File: src/rtl/alu_input_stage.sv
// Two-phase operand/opcode loader for the 2-bit ALU over a 4-bit bus.
// Define ALU_IN_SWEEP_EN to build the opcode sweep prescaler.
module alu_input_stage #(
  parameter int unsigned PRESCALE_W = 10
) (
  input  logic       clk,
  input  logic       reset,
  input  logic [3:0] din,
  input  logic       load,
  input  logic       sweep,
  output logic [1:0] A,
  output logic [1:0] B,
  output logic [3:0] ALU_Sel,
  output logic       valid,
  output logic       phase
);

  typedef enum logic [1:0] {
    S_OPS,
    S_SEL,
    S_RUN
  } state_t;

  state_t     r_state;
  logic       r_ld_s1, r_ld_s2, r_ld_s3;
  logic [3:0] r_din_s1, r_din_s2;
  logic [1:0] r_a, r_b;
  logic [3:0] r_alu_sel;
  logic       r_valid, r_phase;
  logic       w_ld_edge;
  logic       w_tc;

  // Load flops reset high so a strobe held across reset release is not an edge.
  always_ff @(posedge clk or posedge reset) begin
    if (reset) begin
      r_ld_s1  <= 1'b1;
      r_ld_s2  <= 1'b1;
      r_ld_s3  <= 1'b1;
      r_din_s1 <= 4'b0000;
      r_din_s2 <= 4'b0000;
    end else begin
      r_ld_s1  <= load;
      r_ld_s2  <= r_ld_s1;
      r_ld_s3  <= r_ld_s2;
      r_din_s1 <= din;
      r_din_s2 <= r_din_s1;
    end
  end

  assign w_ld_edge = r_ld_s2 & ~r_ld_s3;

`ifdef ALU_IN_SWEEP_EN
  localparam logic [PRESCALE_W-1:0] PRESC_ONE = 1;

  logic                  r_sweep_s1, r_sweep_s2;
  logic [PRESCALE_W-1:0] r_presc;
  logic                  w_presc_run;

  always_ff @(posedge clk or posedge reset) begin
    if (reset) begin
      r_sweep_s1 <= 1'b0;
      r_sweep_s2 <= 1'b0;
    end else begin
      r_sweep_s1 <= sweep;
      r_sweep_s2 <= r_sweep_s1;
    end
  end

  // A load edge takes priority over terminal count and clears the prescaler.
  assign w_presc_run = (r_state == S_RUN) && r_sweep_s2 && !w_ld_edge;
  assign w_tc        = w_presc_run && (r_presc == '1);

  always_ff @(posedge clk or posedge reset) begin
    if (reset) begin
      r_presc <= '0;
    end else if (w_presc_run && !w_tc) begin
      r_presc <= r_presc + PRESC_ONE;
    end else begin
      r_presc <= '0;
    end
  end
`else
  logic w_unused;

  assign w_tc     = 1'b0;
  assign w_unused = sweep ^ PRESCALE_W[0];
`endif

  always_ff @(posedge clk or posedge reset) begin
    if (reset) begin
      r_state   <= S_OPS;
      r_a       <= 2'b00;
      r_b       <= 2'b00;
      r_alu_sel <= 4'b0000;
      r_valid   <= 1'b0;
      r_phase   <= 1'b0;
    end else begin
      case (r_state)
        S_OPS: begin
          if (w_ld_edge) begin
            r_a     <= r_din_s2[3:2];
            r_b     <= r_din_s2[1:0];
            r_phase <= 1'b1;
            r_state <= S_SEL;
          end
        end
        S_SEL: begin
          if (w_ld_edge) begin
            r_alu_sel <= r_din_s2;
            r_phase   <= 1'b0;
            r_valid   <= 1'b1;
            r_state   <= S_RUN;
          end
        end
        S_RUN: begin
          if (w_ld_edge) begin
            r_a     <= r_din_s2[3:2];
            r_b     <= r_din_s2[1:0];
            r_valid <= 1'b0;
            r_phase <= 1'b1;
            r_state <= S_SEL;
          end else if (w_tc) begin
            r_alu_sel <= r_alu_sel + 4'd1;
          end
        end
        default: r_state <= S_OPS;
      endcase
    end
  end

  assign A       = r_a;
  assign B       = r_b;
  assign ALU_Sel = r_alu_sel;
  assign valid   = r_valid;
  assign phase   = r_phase;

endmodule

File: config.mk
export PLATFORM = sky130hd
export DESIGN_NAME = alu_input_stage
export DESIGN_NICKNAME = d
export VERILOG_FILES = /design/src/rtl/alu_input_stage.sv
export SDC_FILE = /design/constraint.sdc
export NUM_CORES = 1
export LEC_CHECK = 0
export BUFFER_PORTS_ARGS = -buffer_cell sky130_fd_sc_hd__buf_2
export CORE_AREA = 2 2 42 44
export DETAILED_ROUTE_END_ITERATION = 8
export DIE_AREA = 0 0 44 46
export GPL_ROUTABILITY_DRIVEN = 0
export HOLD_SLACK_MARGIN = 0.08
export PLACE_DENSITY = 0.76
export SLEW_MARGIN = 10
export SYNTH_ARGS = -nofsm -noshare
export SYNTH_HDL_FRONTEND = slang
export SYNTH_SLANG_ARGS = --single-unit
File: constraint.sdc
create_clock -name clk -period 3.25 [get_ports clk]
set_input_delay 0.1625 -clock clk [delete_from_list [all_inputs] [get_ports clk]]
set_output_delay 0.1625 -clock clk [all_outputs]
set_load 0.01 [all_outputs]
==> parameters.txt <==
Parameter                              Value

Outcome
  Run status    finished clean

Power and ir drop
  Internal power of the cells    0.000540 W
  Switch Pwr    0.000227 W
  Leakage power figure    0.462 nW
  Power share of the sequential group    54.1%
  Power density over the cells    787 nW/um^2
  IR drop worst, VDD    0.474 mV
  Combinational cell fraction of total power    30.0%
  Clock share of power    16.0%
  Sw Share    29.6%

GRT
  Global router's overall resource usage    12.6%
  Met3 Track Usage GR    2.38%
  Total overflow reported by the global router    0
  Pin count of the biggest net entering global routing    24
  Via count of the first global-routing pass    439
  Routing usage on met2    18.2%
  Met1 track utilization from global routing    16.1%
  Global routing's busiest layer    met2
  Wire length of the first global-routing pass    1.75 mm
  Antenna violations before repair    0

Synth
  Largest area contributor in the synthesized netlist    sky130_fd_sc_hd__dfrtp_1
  Main combinational cell family by area after synthesis    multiplexers
  Sequential share of the synthesized area    72.7%
  Count of mapped cells out of synthesis    45
  Post-synthesis register bit count    23
  Netlist Area Pre-Place    797 um^2
  Dominant cells by area after synthesis    sky130_fd_sc_hd__dfrtp_1, sky130_fd_sc_hd__dfstp_2, sky130_fd_sc_hd__mux2_4
  Average cell area after synthesis    17.7 um^2
  Synth Area in Adders    0%
  Nets in the synthesized netlist    53
  Parity-gate share of the synthesized area counting xor and xnor cells    0%
  YS warnings    0
  Number of distinct library cells after synthesis    15
  Area share of the leading cell type in the synthesized netlist    62.8%
  Portion of netlist area occupied by mux cells    14.4%
  Compound-gate portion of the synthesized area    3.61%
  Simple-gate share of the synthesized area    6.91%

Timing
  Slew of the pin with the lowest slew margin    0.802 ns
  Worst slew margin relative to its limit    46.5%
  Setup repair after global routing missed its margin    no
  Total Neg Setup Slack    0 ns
  Portion of the clock cycle consumed by the worst path in the final layout    47.5%
  Final-report max-slew violation count    0
  Number of failing setup endpoints in the final timing report    0
  Max frequency    648 MHz
  Number of endpoints with negative hold slack in the final report    0
  Setup skew after layout    0.00354 ns
  Shortest period the worst path allows    1.54 ns

Clock network
  Post-cts hold buffer count    6
  Max clock buf depth    2
  Clock sink total    23
  CTS tree    done
  Library cell used as clock root buffer    sky130_fd_sc_hd__clkbuf_4
  Level count of the clock H-tree    1
  Clock slew at reported path FFs    0.11 ns
  Number of buffers created by CTS    3
  Worst-Skew Late Latency    0.30 ns
  Number of buffers inserted to repair setup after CTS    0
  Cts repair resizes    0

Worst setup path
  Critical-path cell list    nand2b_1 > nor2_4 > mux2_2
  Dominant delay contributor by cell family on the critical path    flip-flops
  Path type of the worst setup path    reg -> reg
  Worst path required time    3.44 ns
  Sum of buffers and inverters on the critical path    0
  Worst EP arrival    1.74 ns
  Sort of element at the start of the critical path    flop
  Largest stage delay, worst path    0.55 ns
  Slowest cell on the critical path    sky130_fd_sc_hd__dfstp_2
  Sort of element at the end of the critical path    flop
  Total number of cells along the worst setup path    3
  Worst reg-to-reg path cell count    3
  Worst Path Max Fanout    9

Place
  Number of input and output port buffers inserted    16
  Post-detailed-placement half-perimeter wirelength    732 um

Die
  Initial core utilization    49.4%
  Horizontal die dimension    44 um
  Floorplan die area    2020 um^2
  Vertical extent of the die    46 um
  Placement Rows    15
  Top-level I/O count    18
  Floorplan core area    1610 um^2

Drt
  Post-detailed-route DRC marker count    0
  Number of DRC markers in iteration 0    0
  Count of nets left with antenna violations after detail routing    0
  Total wire length    1.06 mm
  Routed length per instance    12.1 um
  Overall via count from detail_route    404
  Drt via density    4.64
  First drt pass iteration count    1

Worst hold path
  Worst hold path class    reg -> reg
  Number of cells traversed by the worst hold path    0

Layout
  Layout Nets    79
  Most common cell after layout, fill and taps aside    sky130_fd_sc_hd__dfrtp_1
  Post-layout util    60.3%
  Antenna Diode Count    0
  Most frequent cells in the layout    sky130_fd_sc_hd__dfrtp_1, sky130_fd_sc_hd__buf_2, sky130_fd_sc_hd__dlygate4sd3_1, sky130_fd_sc_hd__mux2_4, sky130_fd_sc_hd__mux2_2
  Synthesis-to-finish area growth    22.1%
  Fraction of final layout cells sized beyond drive strength 1    47.1%

Job
  Max-cap check violation count    0
==> worst paths after layout <==
kind,from,end,slack [ns]
min in group asynchronous,reset,r_din_s2[0],0.55
max in group asynchronous,reset,ALU_Sel[2],2.21
min reg2reg,r_din_s1[2],r_din_s2[2],0.36
max,r_ld_s2,A[1],1.71
min,r_din_s1[2],r_din_s2[2],0.36
max reg2reg,r_ld_s2,A[1],1.71
==> cell families (layout without fill, tap and decap cells) <==
logic type	count (synthesis)	after routing
compound gates	5	5
buf+inv	3	28
flops	23	23
mux	9	9
simple gates	5	5
==> cell type report <==
cell class                 count  area (um^2)
sequential                    23          579
clock buffer                   4         26.3
tap                           17         21.3
timing repair buffer          22          140
inverter                       2         7.51
fill                         122          641
multi-input combinational     19          199
==> registers in the layout, summed over array words and instances (netlist names), 2 cells and up <==
signal    flops
A             2
B             2
r_din_s2      4
r_din_s1      4
r_state       2
ALU_Sel       4
==> power groups by stage <==
stage / clock network [W] / logic, W / registers [W]
2_1_floorplan: 0 / 0.000121 / 0.000446
3_3_place_gp: 0 / 0.000223 / 0.000419
3_5_place_dp: 0 / 0.000228 / 0.000422
4_1_cts: 0.000135 / 0.000234 / 0.000416
5_1_grt: 0.000138 / 0.000255 / 0.000427
6_report: 0.000123 / 0.000230 / 0.000414
==> metrics by stage <==
stage               area [um^2]  hold WS [ns]  setup slack (ns)  cells  total power [W]
floorplan                   797         0.162              1.97     45         0.000568
global placement            887         0.268              1.74     77         0.000642
detailed placement          887         0.269              1.70     77         0.000650
CTS                         973         0.364              1.68     87         0.000785
global route                973         0.374              1.62     87         0.000820
finish                      973         0.359              1.71     87         0.000766
==> metal layers <==
metal  vias up  wire length, um  share of wire [%]
li1        199                -                  -
met1       192              475                 45
met2        11              526                 50
met3         2               44                4.2
met4         0                9               0.85
met5         -                0                  0
==> synth_stat cells <==
| cell type | n |
|---|---|
| sky130_fd_sc_hd__o22ai_1 | 1 |
| sky130_fd_sc_hd__inv_1 | 2 |
| sky130_fd_sc_hd__mux2_4 | 4 |
| sky130_fd_sc_hd__nor2_8 | 1 |
| sky130_fd_sc_hd__nand2b_4 | 1 |
| sky130_fd_sc_hd__dfrtp_1 | 20 |
| sky130_fd_sc_hd__o21ai_0 | 3 |
| sky130_fd_sc_hd__mux2_2 | 4 |
| sky130_fd_sc_hd__mux2i_1 | 1 |
| sky130_fd_sc_hd__o31ai_1 | 1 |
| sky130_fd_sc_hd__nand2b_1 | 1 |
| sky130_fd_sc_hd__nand2_1 | 1 |
| sky130_fd_sc_hd__buf_6 | 1 |
| sky130_fd_sc_hd__dfstp_2 | 3 |
| sky130_fd_sc_hd__nor2_4 | 1 |
No activity file was read; power rests on OpenSTA's default activity.
